$ cat src/rtl/hazard_pkg.sv
// Shared constants and types for the pipeline hazard controller.
package hazard_pkg;

  localparam int NREG  = 16;
  localparam int RW    = 4;
  localparam int LAT_W = 3;

  typedef logic [RW-1:0]    regid_t;
  typedef logic [LAT_W-1:0] lat_t;

endpackage

$ cat src/rtl/hazard_controller_sb_entry.sv
// sb_entry: one scoreboard slot. A down-counter that loads a latency,
// counts down while enabled and reports busy while nonzero.
module sb_entry
  import hazard_pkg::*;
#(
  parameter int W = LAT_W
) (
  input  logic         clk,
  input  logic         rst,
  input  logic         load,
  input  logic [W-1:0] load_val,
  input  logic         dec_en,
  output logic         busy
);

  logic [W-1:0] cnt;

  // Load wins over decrement; decrement stops at zero and holds while frozen.
  always_ff @(posedge clk) begin
    if (rst) begin
      cnt <= '0;
    end else if (load) begin
      cnt <= load_val;
    end else if (dec_en && (cnt != '0)) begin
      cnt <= cnt - W'(1);
    end
  end

  assign busy = (cnt != '0);

endmodule

$ cat src/rtl/hazard_controller.sv
// hazard_controller: per-register scoreboard of in-flight long-latency
// results plus a busy tracker for the single non-pipelined vector unit.
// Stalls IF/ID and bubbles EX while a source, destination (WAW) or the
// vector unit is still pending. Single-cycle results are left to forwarding.
// Optional build macro HAZARD_STATS_EN adds stats_clr / stall_count
// (saturating count of EX bubbles).
module hazard_controller #(
  parameter int NREG  = hazard_pkg::NREG,
  parameter int RW    = hazard_pkg::RW,
  parameter int LAT_W = hazard_pkg::LAT_W
) (
  input  logic             clk,
  input  logic             rst,
  input  logic             id_valid,
  input  logic [RW-1:0]    id_rs2,
  input  logic [RW-1:0]    id_rs3,
  input  logic             id_rs2_use,
  input  logic             id_rs3_use,
  input  logic [RW-1:0]    id_rd,
  input  logic             id_wr,
  input  logic [LAT_W-1:0] id_lat,
  input  logic             id_vec,
  input  logic             mem_busy,
  input  logic             flush,
`ifdef HAZARD_STATS_EN
  input  logic             stats_clr,
  output logic [15:0]      stall_count,
`endif
  output logic             issue,
  output logic             stall_if,
  output logic             stall_id,
  output logic             bubble_ex,
  output logic [NREG-1:0]  busy_vec
);

  import hazard_pkg::*;

  logic live;
  logic hazard;
  logic vec_busy;

  // Register 0 is hardwired zero and never pending.
  assign busy_vec[0] = 1'b0;

  // Hazard detection and pipeline control; held quiet while in reset.
  always_comb begin
    hazard = 1'b0;
    if (id_rs2_use && (id_rs2 != '0) && busy_vec[id_rs2]) hazard = 1'b1;
    if (id_rs3_use && (id_rs3 != '0) && busy_vec[id_rs3]) hazard = 1'b1;
    if (id_wr && (id_rd != '0) && busy_vec[id_rd])        hazard = 1'b1;
    if (id_vec && vec_busy)                              hazard = 1'b1;
    live      = ~rst & id_valid & ~flush;
    issue     = live & ~hazard & ~mem_busy;
    stall_if  = live & (hazard | mem_busy);
    stall_id  = live & (hazard | mem_busy);
    bubble_ex = live & hazard & ~mem_busy;
  end

  // One slot per architectural register 1..NREG-1; lat=0 results are
  // forwardable immediately and are not tracked.
  for (genvar i = 1; i < NREG; i++) begin : g_reg
    sb_entry #(.W(LAT_W)) u_ent (
      .clk      (clk),
      .rst      (rst),
      .load     (issue & id_wr & (id_rd == RW'(i)) & (id_lat != '0)),
      .load_val (id_lat),
      .dec_en   (~mem_busy),
      .busy     (busy_vec[i])
    );
  end

  sb_entry #(.W(LAT_W)) u_vec (
    .clk      (clk),
    .rst      (rst),
    .load     (issue & id_vec),
    .load_val (id_lat),
    .dec_en   (~mem_busy),
    .busy     (vec_busy)
  );

`ifdef HAZARD_STATS_EN
  // Saturating bubble counter; clear beats a same-cycle increment.
  always_ff @(posedge clk) begin
    if (rst || stats_clr) begin
      stall_count <= '0;
    end else if (bubble_ex && (stall_count != 16'hFFFF)) begin
      stall_count <= stall_count + 16'd1;
    end
  end
`endif

endmodule

$ cat config.mk
export PLATFORM = sky130hd
export DESIGN_NAME = hazard_controller
export DESIGN_NICKNAME = d
export VERILOG_FILES = /design/src/rtl/hazard_pkg.sv /design/src/rtl/hazard_controller_sb_entry.sv /design/src/rtl/hazard_controller.sv
export SDC_FILE = /design/constraint.sdc
export NUM_CORES = 1
export LEC_CHECK = 0
export CORE_AREA = 2 2 91 93
export CTS_CLUSTER_SIZE = 20
export DETAILED_ROUTE_END_ITERATION = 7
export DIE_AREA = 0 0 93 95
export GPL_ROUTABILITY_DRIVEN = 0
export PLACE_DENSITY = 0.78
export SLEW_MARGIN = 20
export SYNTH_ARGS = -nofsm -noshare
export SYNTH_HDL_FRONTEND = slang
export SYNTH_SLANG_ARGS = --single-unit
$ cat constraint.sdc
create_clock -name clk -period 3.5 [get_ports clk]
set_clock_uncertainty 0.2 [all_clocks]
set_input_delay 0.35 -clock clk [delete_from_list [all_inputs] [get_ports clk]]
set_output_delay 0.35 -clock clk [all_outputs]
set_load 0.01 [all_outputs]
==> key figures <==
Clocking
  • Clk buf depth: 2
  • Later-pin clock latency in the skew report: 320 ps
  • CTS buffer count: 5
  • CTS sink cnt: 48
  • Worst-path clk slew: 100 ps
  • CTS tree: done
  • Root Driver: clkbuf_8
  • H-tree Lvls: 2

Power and ir drop
  • Net Sw Frac: 43.5%
  • P_int: 2.38 mW
  • Largest vdd supply drop: 0.289 mV
  • Leak Pwr: 1.93 nW
  • Combinational share of power: 68.1%
  • P_sw: 1.83 mW
  • Clk pwr share: 9.9%
  • Pwr Density: 887 mW/mm2
  • Sequential Power Share: 22.0%

Place
  • PortBufs: 42
  • DP Wirelength: 7770 um
  • Placed cells: 610

Critical path
  • Worst r2r dst: u_vec.cnt[0]
  • Cell Chain, Critical Path: inv_1 > ha_1 > nor2b_1 > mux4_2 > a21o_1 > a221o_1 > and2_4 > a41oi_1 > dlygate4sd2_1
  • Setup CP Type: reg -> out
  • CP Capture Type: primary output
  • Type of origin of the critical path: register
  • Critical-path maximum fanout: 4
  • R2r setup slk: 440 ps
  • Buf+Inv Stages, Crit Path: 2
  • Reg2reg path depth: 10
  • Worst EP arrival: 2830 ps
  • Worst-path cell with the longest stage delay: mux4_2
  • Slowest stage delay, CP: 470 ps
  • R2R Path Start: g_reg[6].u_ent.cnt[0]
  • Cell family with most CP delay: compound AO/OA/AOI/OAI gates
  • Crit path required time: 2950 ps

Timing
  • Slew Limit Fails: 0
  • Final Hold Viols: 0
  • Pin slew with the least headroom to its limit: 722 ps
  • Fin Hold WS: 411 ps
  • Worst rel slew slack: 51.9%
  • Period utilization: 96.6%
  • Setup TNS: 0 ps
  • RSZ-0062 raised after global routing: false
  • Final Critical Period: 3380 ps
  • Endpoints failing setup: 0
  • Fmax: 296 MHz

Finish
  • Area of the multi-input gates: 0.00281 mm2
  • Nets: 569
  • Core Util, Final: 59.9%
  • Non-Filler Instances: 619
  • # fillers: 702
  • Area grow syn2layout: 12.6%
  • N_diodes: 0
  • Share of layout cells above drive strength 1: 13.8%
  • Sequential cell area: 961 um2

Die
  • Site Rows: 33
  • Die area: 0.00884 mm2
  • Initial Util: 53.2%
  • DIE HEIGHT: 95 um
  • I/O pins: 44
  • Core Area: 0.00793 mm2
  • Die width: 93 um

Outcome
  • Status: completed

Routing
  • Met1 WL: 4500 um
  • Total Wirelength: 10400 um
  • Drt wl/cell: 16.7 um
  • DR WL met2: 4800 um
  • # DRC: 0
  • Number of DRC markers in iteration 0: 330
  • DR pass1 iterations: 5
  • Via Count: 3604
  • DR top layer: met4
  • Final ANT Viol Nets: 0
  • Via density per instance: 5.82
  • Met3 wire length: 722 um

Global routing
  • Largest net degree at the start of global routing: 68
  • Vias in the first global route: 3412
  • Global-route wire length before repair: 16900 um
  • Gr usage total: 24.6%
  • Initial antenna violation count: 0
  • Total gr overflow: 0

Logic synthesis
  • Synth Net Count: 545
  • Warnings from Yosys: 0
  • Cells after synthesis: 489
  • Number of synthesized flops with an enable pin: 0
  • Avg Synthesized Cell Area: 8.62 um2
  • Mapped cell area: 0.00422 mm2
  • Sequential cell area fraction in the yosys report: 22.8%
  • Post-synth cell types: 68
  • Ys async rst share: 0%
  • Synth area leaders: dfxtp_1 23%, ha_1 9.5%, nor2_1 5.5%
  • Synth Register Bits: 48
  • Ys flop type: dfxtp_1
  • Synth top area share: 22.8%
  • Top cell type by total area after synthesis: dfxtp_1

Worst hold path
  • HP Class: reg -> reg
  • Hold_sp: g_reg[14].u_ent.cnt[1]
  • Hold depth: 3
  • WHS Endpoint: g_reg[14].u_ent.cnt[1]

Run
  • Max cap viols: 0
-- kinds of logic (layout without fill, tap and decap cells) --
| family | after synthesis | after routing | share of synthesized area (%) |
|---|---|---|---|
| buffers and inverters | 93 | 118 | 11.0 |
| muxes | 42 | 42 | 12.7 |
| DFF | 48 | 48 | 22.8 |
| AOI/OAI and AO/OA | 78 | 78 | 14.6 |
| xor gates and xnor gates | 19 | 19 | 3.95 |
| other | 1 | 1 | 0.0890 |
| and+or+nand+nor | 176 | 176 | 25.4 |
| adders and majority gates | 32 | 32 | 9.50 |
-- cell usage in the layout (no fill, tap or decap), types with 6 or more instances in the layout --
cell / instances
nor2_1: 62
dfxtp_1: 48
inv_1: 47
clkdlybuf4s50_1: 37
ha_1: 32
mux2i_1: 21
buf_4: 18
or3_1: 17
a211o_1: 17
nand2_1: 16
xnor2_1: 16
o22ai_1: 15
a21boi_0: 14
nor2b_1: 13
a31oi_1: 13
nor3_1: 12
nand2b_1: 10
mux2_4: 9
nand4_4: 7
nand4_1: 6
mux2_2: 6
-- metrics by stage --
step           power, mW  worst slack [ps]  instance area, um2
3_5_place_dp        3.74              36.8                4610
2_1_floorplan       3.07               342                4220
6_report            4.21               117                4750
4_1_cts             4.19              4.78                4740
3_3_place_gp        3.64              76.8                4610
5_1_grt             4.58              15.8                4750
-- cell type report --
class / count / area share [%]
clock buffers: 5 / 1.45
flip-flops and latches: 48 / 20.2
clock inverters: 3 / 0.896
well taps: 105 / 2.77
multi-input cells: 348 / 59.1
repair buffers: 60 / 11.6
inverters: 50 / 3.95
-- routing by layer --
layer  global-route usage, %  vias to the layer above
met5                       0                        -
met4                    11.6                        0
met3                    3.83                       30
met2                    40.3                      149
met1                    31.7                     1682
li1                        -                     1743
-- worst min-delay path: cells and delay by family, from the launching register on --
kind               cells  cell delay (ps)
and+or+nand+nor        1               90
muxes                  1               60
AOI/OAI and AO/OA      1              100
DFF                    1              320
-- power groups by stage --
stage / Combinational (mW) / Sequential (mW) / Clock, mW
after floorplan: 2.16 / 0.910 / 0
after global placement: 2.71 / 0.928 / 0
after detailed placement: 2.80 / 0.941 / 0
after CTS: 2.84 / 0.929 / 0.421
after global routing: 3.18 / 0.958 / 0.439
final: 2.87 / 0.929 / 0.415
-- repair_timing --
item | in CTS | in global routing
hold buffers | 0 | 0
pin swaps | 0 | 0
resized for setup | 5 | 1
cloned | 0 | 0
setup endpoints to repair | 4 | 1
buffers inserted | 0 | 1
-- cell usage after synthesis (all sizes together) (3+ instances only) --
library cell  instances
nand4                13
mux4                  5
nor3                 12
or3                  17
ha                   32
inv                  50
mux2                 16
a211o                17
nor2b                15
nand2b               10
o22ai                15
dfxtp                48
nand3b                5
o211ai                3
nor2                 63
nor4                  3
clkbuf               17
xnor2                16
mux2i                21
a31oi                13
and2                  4
buf                  26
xor2                  3
nand3                 6
a21boi               14
nand2                16
-- flip-flops by register name, summed over array words and instances, names as in the netlist --
register and flops:
g.u_ent.cnt 45, u_vec.cnt 3
-- worst max path at each step --
stage | end | cells after the start | slack [ps] | startpoint
finish | stall_if | 9 | 120 | g_reg[5].u_ent.cnt[0]
global route | stall_if | 9 | 20 | g_reg[5].u_ent.cnt[0]
CTS | issue | 9 | 5 | g_reg[5].u_ent.cnt[0]
detailed placement | stall_if | 7 | 40 | id_rd[1]
global placement | stall_if | 7 | 80 | id_rd[1]
floorplan | stall_if | 11 | 340 | g_reg[7].u_ent.cnt[0]
Note: power is estimated with default switching activity, not from simulation.
